File: config.mk
export PLATFORM = sky130hd
export DESIGN_NAME = avalon_pio_pwm
export DESIGN_NICKNAME = d
export VERILOG_FILES = /design/src/rtl/avalon_pio_pkg.sv /design/src/rtl/pio_pwm_timebase.sv /design/src/rtl/avalon_pio_pwm.sv
export SDC_FILE = /design/constraint.sdc
export NUM_CORES = 1
export LEC_CHECK = 0
export BUFFER_PORTS_ARGS = -buffer_cell sky130_fd_sc_hd__buf_4
export CORE_MARGIN = 2
export CORE_UTILIZATION = 60
export CTS_BUF_LIST = sky130_fd_sc_hd__clkbuf_4
export CTS_CLUSTER_DIAMETER = 80
export DETAILED_ROUTE_END_ITERATION = 16
export GPL_ROUTABILITY_DRIVEN = 0
export PLACE_DENSITY_LB_ADDON = 0.12
export SLEW_MARGIN = 10
export SYNTH_ARGS = -nofsm -noshare
export SYNTH_HDL_FRONTEND = slang
export SYNTH_HIERARCHICAL = 1
export SYNTH_SLANG_ARGS = --single-unit
File: constraint.sdc
create_clock -name clk -period 3.42 [get_ports clk]
set_clock_uncertainty 0.15 [all_clocks]
set_input_delay 0.855 -clock clk [delete_from_list [all_inputs] [get_ports clk]]
set_output_delay 0.855 -clock clk [all_outputs]
set_load 0.05 [all_outputs]
File: src/rtl/avalon_pio_pkg.sv
// Shared register map for the Avalon PIO/PWM slave.
package avalon_pio_pkg;

  localparam logic [2:0] ADDR_DATA   = 3'd0;
  localparam logic [2:0] ADDR_SET    = 3'd1;
  localparam logic [2:0] ADDR_CLR    = 3'd2;
  localparam logic [2:0] ADDR_TOG    = 3'd3;
  localparam logic [2:0] ADDR_MODE   = 3'd4;
  localparam logic [2:0] ADDR_PERIOD = 3'd5;
  localparam logic [2:0] ADDR_DUTY   = 3'd6;
  localparam logic [2:0] ADDR_STATUS = 3'd7;

  localparam int STATUS_PHASE_BIT = 31;

endpackage

File: src/rtl/pio_pwm_timebase.sv
// Blink prescaler with phase flag, plus a free-running PWM counter and compare.
module pio_pwm_timebase
  import avalon_pio_pkg::*;
#(
  parameter int PWM_BITS   = 8,
  parameter int PRESC_BITS = 24
) (
  input  logic                  clk,
  input  logic                  reset,
  input  logic [PRESC_BITS-1:0] period,
  input  logic                  period_wr,
  input  logic [PWM_BITS-1:0]   duty,
  output logic                  blink_phase,
  output logic                  pwm_on
);

  logic [PRESC_BITS-1:0] presc_cnt;
  logic [PWM_BITS-1:0]   pwm_cnt;

  // NOTE: reset is synchronous, so it lives inside the clocked branch, not the sensitivity list.
  always_ff @(posedge clk) begin
    if (reset) begin
      presc_cnt   <= '0;
      blink_phase <= 1'b0;
      pwm_cnt     <= '0;
    end else begin
      pwm_cnt <= pwm_cnt + PWM_BITS'(1);
      // A new period restarts the half-period count but keeps the current phase.
      if (period_wr || period == '0) begin
        presc_cnt <= '0;
      end else if (presc_cnt == period - PRESC_BITS'(1)) begin
        presc_cnt   <= '0;
        blink_phase <= ~blink_phase;
      end else begin
        presc_cnt <= presc_cnt + PRESC_BITS'(1);
      end
    end
  end

  // Full-scale duty must be solid on; a plain compare would drop one count.
  assign pwm_on = (duty == '1) || (pwm_cnt < duty);

endmodule

File: src/rtl/avalon_pio_pwm.sv
// Avalon-MM PIO with atomic set/clear/toggle, per-channel blink and global PWM dimming.
module avalon_pio_pwm
  import avalon_pio_pkg::*;
#(
  parameter int WIDTH          = 8,
  parameter int PWM_BITS       = 8,
  parameter int PRESC_BITS     = 24,
  parameter int DEFAULT_PERIOD = 12500000
) (
  input  logic             clk,
  input  logic             reset,
  input  logic [2:0]       avs_address,
  input  logic             avs_read,
  input  logic             avs_write,
  input  logic [31:0]      avs_writedata,
  output logic [31:0]      avs_readdata,
  output logic [WIDTH-1:0] pio_out
);

  logic [WIDTH-1:0]      data_q;
  logic [WIDTH-1:0]      mode_q;
  logic [PRESC_BITS-1:0] period_q;
  logic [PWM_BITS-1:0]   duty_q;
  logic [WIDTH-1:0]      wd_ch;
  logic [WIDTH-1:0]      raw;
  logic [31:0]           rd_mux;
  logic [31:0]           unused_wd;
  logic                  period_wr;
  logic                  blink_phase;
  logic                  pwm_on;

  assign wd_ch     = avs_writedata[WIDTH-1:0];
  assign unused_wd = avs_writedata;
  assign period_wr = avs_write && (avs_address == ADDR_PERIOD);

  always_ff @(posedge clk) begin
    if (reset) begin
      data_q   <= '0;
      mode_q   <= '0;
      period_q <= PRESC_BITS'(DEFAULT_PERIOD);
      duty_q   <= '1;
    end else if (avs_write) begin
      case (avs_address)
        ADDR_DATA:   data_q   <= wd_ch;
        ADDR_SET:    data_q   <= data_q | wd_ch;
        ADDR_CLR:    data_q   <= data_q & ~wd_ch;
        ADDR_TOG:    data_q   <= data_q ^ wd_ch;
        ADDR_MODE:   mode_q   <= wd_ch;
        ADDR_PERIOD: period_q <= avs_writedata[PRESC_BITS-1:0];
        ADDR_DUTY:   duty_q   <= avs_writedata[PWM_BITS-1:0];
        default:     ;
      endcase
    end
  end

  pio_pwm_timebase #(
    .PWM_BITS   (PWM_BITS),
    .PRESC_BITS (PRESC_BITS)
  ) u_timebase (
    .clk         (clk),
    .reset       (reset),
    .period      (period_q),
    .period_wr   (period_wr),
    .duty        (duty_q),
    .blink_phase (blink_phase),
    .pwm_on      (pwm_on)
  );

  // NOTE: rd_mux gets a default first so no path through the case can infer a latch.
  always_comb begin
    rd_mux = '0;
    case (avs_address)
      ADDR_DATA, ADDR_SET, ADDR_CLR, ADDR_TOG: rd_mux = 32'(data_q);
      ADDR_MODE:   rd_mux = 32'(mode_q);
      ADDR_PERIOD: rd_mux = 32'(period_q);
      ADDR_DUTY:   rd_mux = 32'(duty_q);
      ADDR_STATUS: begin
        rd_mux                   = 32'(pio_out);
        rd_mux[STATUS_PHASE_BIT] = blink_phase;
      end
      default:     rd_mux = '0;
    endcase
  end

  // Blinking channels are gated by the phase; every channel is gated by the PWM.
  assign raw = data_q & ((mode_q & {WIDTH{blink_phase}}) | ~mode_q) & {WIDTH{pwm_on}};

  // NOTE: registered state uses non-blocking assignments so all flops update from pre-edge values.
  always_ff @(posedge clk) begin
    if (reset) begin
      avs_readdata <= '0;
      pio_out      <= '0;
    end else begin
      pio_out <= raw;
      if (avs_read) avs_readdata <= rd_mux;
    end
  end

endmodule

=== After elaboration in Yosys (flattened, before gate mapping) ===
Index checks and enable logic that the tools add are counted.

* Register bits: 121
* Output and inout bits: 40
* Word-level logic and storage cells: 48

* $add $sub $neg: 3
* Order comparisons: 1
* Equality and inequality tests: 9
* Mux-type cells: 2
* Bitwise gates (word level): 11
* Reduce and logical (&&, ||, !) cells: 13

{| class="wikitable"
|+ Operator list
! kind !! number
|-
| 32-bit one-hot mux with 5 select lines || 1
|-
| 8-bit bitwise AND || 4
|-
| 8-bit one-hot mux with 4 select lines || 1
|-
| 24-bit by 1-bit adder with 24-bit output, second input constant || 1
|-
| 24-bit equality test || 1
|-
| 24-bit logical NOT || 1
|-
| 24-bit by 1-bit subtractor with 24-bit output, second input constant || 1
|-
| 8-bit inverter || 2
|-
| 8-bit OR || 2
|-
| 3-bit equality test, second input constant || 4
|-
| 2-bit AND reduction || 5
|-
| 8-bit by 1-bit adder with 8-bit output, second input constant || 1
|-
| 8-bit equality test, second input constant || 1
|-
| 8-bit < comparator || 1
|-
| 8-bit XOR || 1
|-
| 3-bit by 2-bit equality test with 1-bit output, second input constant || 2
|-
| 4-bit nonzero test || 1
|-
| 4-bit OR reduction || 1
|-
| 3-bit by 1-bit equality test with 1-bit output, second input constant || 1
|-
| 3-bit logical NOT || 1
|-
| 3-bit OR reduction || 1
|-
| 1-bit logical OR || 2
|-
| 1-bit inverter || 2
|-
| 1-bit logical AND || 1
|}

=== Depth between registers and ports, before layout ===
* Depth in word-level cells: 5
* Depth in mapped cells: 12

=== Modules after synthesis ===
Netlist, hierarchy kept.

{| class="wikitable"
|+ By module, submodules not included
! module !! instances !! cells an instance !! area each (µm²) !! seq. area each (µm²)
|-
| avalon_pio_pwm || 1 || 418 || 3632.2 || 1621.6
|-
| pio_pwm_timebase || 1 || 313 || 2484.9 || 660.6
|}

=== Worst setup path after synthesis ===
No wires, ideal clock.

* Path kind: register -> register
* Start: register period_q[15]
* End: register u_timebase.blink_phase
* Setup time: 0.071 ns
* Arrival time: 2.658 ns
* Required time: 3.199 ns
* Setup slack: 0.542 ns
* Stages on the path, launching flop included: 9
* Buffers on the path: 0
* Clock period less this slack: 2.878 ns
* Path through: dfxtp_1 > or4_4 > or4b_1 > a2111oi_2 > o22ai_1 > nor3_2 > o2111ai_2 > or3_1 > a21oi_1

* Word-level cells in the longest chain between the ends: 4
* Elaborated cells on any way between the ends: 6
* Classes of those cells: add/sub: 1; eq/ne: 1; bitwise: 1; reduce/logical: 3

{| class="wikitable"
|+ Ends and longest elaborated chain
! element !! RTL line !! source
|-
| start, declared || avalon_pio_pwm.sv:22 || <nowiki>logic [PRESC_BITS-1:0] period_q;</nowiki>
|-
| start signal, assigned || avalon_pio_pwm.sv:40 || <nowiki>period_q <= PRESC_BITS'(DEFAULT_PERIOD);</nowiki>
|-
| start signal, assigned || avalon_pio_pwm.sv:49 || <nowiki>ADDR_PERIOD: period_q <= avs_writedata[PRESC_BITS-1:0];</nowiki>
|-
| parallel branches: the longest is 3 deep, another holds 24-bit by 1-bit subtractor with 24-bit output || - ||
|-
| 2-bit AND reduction (no source line) * || - ||
|-
| end signal, assigned || pio_pwm_timebase.sv:33 || <nowiki>blink_phase <= ~blink_phase;</nowiki>
|-
| end, declared || pio_pwm_timebase.sv:13 || <nowiki>output logic blink_phase,</nowiki>
|}

Mark *: on every way between the ends.
A chain may end at the register's enable or synchronous reset.

=== Worst setup path after layout ===
Same ends and word-level chain as after synthesis.

==> metrics.txt <==
RSZ-0062 raised after global routing false; clock-pin slew of the registers on the worst-case setup and hold paths 110 ps; First DRT Iteration DRCs 431; post-layout utilization of the core 0.7099; grt total ovfl 0; H-tree levels 4; Fmax achieved 312.8 MHz; Finish-stage setup viols 0; P&R area growth vs syn 13.95%; HP Class register to register; Setup crit end kind register; post-synthesis sequential area ratio 0.3731; Synthesis Warnings 6; asr flop ratio synth 0; Fin Setup TNS 0 ps; Root Driver clkbuf_4; cell area after layout 0.006970 mm^2; Final Hold Fails 0; number of I/O pins 79; Tmin final 3197 ps; Compound-Gate Fraction of Synth Area 0.1557; Starting Density 0.6230; ant diodes 0; FP Rows 36; total track usage 0.2997; Worst Path Required approximately 3800 ps; clk_lat worst skew around 550 ps; largest family of logic cells by synthesized area simple AND/OR/NAND/NOR gates; first-pass GRT wire length about 26 mm; Top FF cell, synth dfxtp_1; Peak VDD IR around 300 uV; maximum buffer depth of the clock tree 2; P_leak 2.878 nW; Worst Path Arrival 3530 ps; vias in the first global route between 5000 and 6000; initial antenna violation count 0; First-pass DRT Iterations 8; post-synthesis mux area share 0.02618; setup ws final 223.5 ps; Critical Path Start Type register; number of buffers created by CTS 17; Power Dens Cells 420.2 mW/mm^2; drc violations 0; nets 848; Least-Margin Pin Slew ~770 ps; Avg Cell Area, Syn between 8 and 9 um^2; number of enable flip-flop cells after synthesis 0; routed vias 5566; mapped cell area about 0.006 mm^2; Synth Instances roughly 730; Max Cap Viol 0; Tcrit/Tclk final 0.9347; DP Area 0.006624 mm^2; WS Path Type register to register; status finished, final reports clean; Seq cells post-synth between 100 and 150; largest net degree at the start of global routing 75; Post-DP HPWL 11.14 mm; fraction of layout cells with a size suffix above 1 0.1509; post-synthesis xor/xnor area fraction 0.08591; Chip Height 105.0 um; Die X 105.0 um; CTS tree done; die area 0.01102 mm^2; WL/cell roughly 17 um; Crit Path Max Fanout 7; Placement Setup Slack 225.2 ps; drt via density 5.998; Slew Limit Fails 0; Port Buffers 63; simple-gate area share of the yosys netlist 0.2387; ANT nets after route 0; CTS sink cnt about 110; post-synthesis adder-cell area fraction 0.05523; total core area between 0.009 and 0.01 mm^2; post-synth cell types 69; Routed WL 16.09 mm; slew margin rel. 0.4869
[cells in the mapped netlist (14+ instances only)]
master,count,area (um^2)
dfxtp_1,114,2282
nor2_1,89,334.1
nand2_1,75,281.5
inv_1,40,150.1
a21oi_1,36,180.2
xnor2_1,32,280.3
xor2_1,28,245.2
ha_1,27,337.8
o21ai_0,23,115.1
clkbuf_1,22,82.58
nor2b_1,22,137.6
nand3_1,20,100.1
mux2i_1,16,160.2
a221oi_1,14,122.6
[repair_timing]
| item | 4_1_cts | 5_1_grt |
|---|---|---|
| hold buffers | 0 | 0 |
| setup buffers | 0 | 1 |
| gates resized for setup | 0 | 1 |
| setup endpoints to repair | 0 | 24 |
[power breakdown]
part | total (mW) | internal, mW | switching (mW)
combinational | 0.348 | 0.127 | 0.222
clock | 1.17 | 0.657 | 0.514
sequential | 1.41 | 1.36 | 0.0458
total | 2.93 | 2.15 | 0.781
[through the flow]
step / hold WS (ps) / std cells / total power [mW]
after floorplan: 270.6 / 737 / 1.672
after global placement: 288.4 / 895 / 1.768
after detailed placement: 307.6 / 895 / 1.779
after CTS: 331.6 / 927 / 2.936
after global routing: 340.2 / 928 / 3.039
final: 329.9 / 928 / 2.929
[layout make-up]
type                            instances  area (um^2)
Multi-Input combinational cell        535         3475
Fill cell                             815         2849
Sequential cell                       114         2282
Timing Repair Buffer                   73        560.5
Clock inverter                         13        190.2
Tap cell                              133        166.4
Inverter                               41        153.9
Clock buffer                           19        142.6
[worst max-delay path, cell delays in order (launching register included)]
cell and delay, ps:
dfxtp_1 400, or4_4 590, or4_1 500, a2111oi_0 460
o22ai_1 170, nor3_2 210, o2111ai_2 160, or3_1 350
a21oi_1 140
[cells by family after synthesis]
group / after synthesis
adders and majority gates: 27
xor gates and xnor gates: 60
muxes: 16
and+or+nand+nor: 290
buffers and inverters: 88
other: 1
AOI/OAI and AO/OA: 135
DFF: 114
[worst paths after layout]
| path | start | slack [ps] | cells after the start | end |
|---|---|---|---|---|
| min | u_timebase/pwm_cnt[0] | 330 | 1 | u_timebase/pwm_cnt[0] |
| min reg2reg | u_timebase/pwm_cnt[0] | 330 | 1 | u_timebase/pwm_cnt[0] |
| max | period_q[15] | 220 | 8 | u_timebase/blink_phase |
| max reg2reg | period_q[15] | 220 | 8 | u_timebase/blink_phase |
[sequential cells by signal, summed over array words and instances, names as in the netlist]
| signal | cells |
|---|---|
| u_timebase/pwm_cnt | 8 |
| u_timebase/presc_cnt | 24 |
| period_q | 24 |
| u_timebase/blink_phase | 1 |
| data_q | 8 |
| duty_q | 8 |
| avs_readdata | 25 |
| mode_q | 8 |
| pio_out | 8 |
[layout by cell type (no fill, tap or decap), types with 3 or more instances in the layout]
cell       count
nor4_2         3
nand3b_1      12
and3_1         7
conb_1         7
nor4_1        10
clkinv_1       4
o21ai_0       23
o22ai_1        3
inv_1         40
dfxtp_1      114
clkbuf_4      19
a21oi_1       36
o221ai_1       9
nor2_1        89
or2_2          4
buf_4         72
a211o_1       10
nand2b_1       4
nand4_1       10
or4_1          4
nor3_1         9
nand2_1       75
nor2b_1       22
a22o_1         7
or3_1          4
ha_1          27
bufinv_16      5
nand3_1       20
a221oi_1      14
mux2i_1       16
xnor2_1       32
a22oi_1        8
a21o_1         4
xor2_1        28
[layer usage]
metal | vias up | routed length, um | track usage
li1 | 2644 | - | -
met1 | 2609 | 6639 | 0.3733
met2 | 262 | 7658 | 0.4777
met3 | 51 | 1225 | 0.08484
met4 | 0 | 571 | 0.1419
met5 | - | 0 | 0
Power figures use the tool's default switching activity.
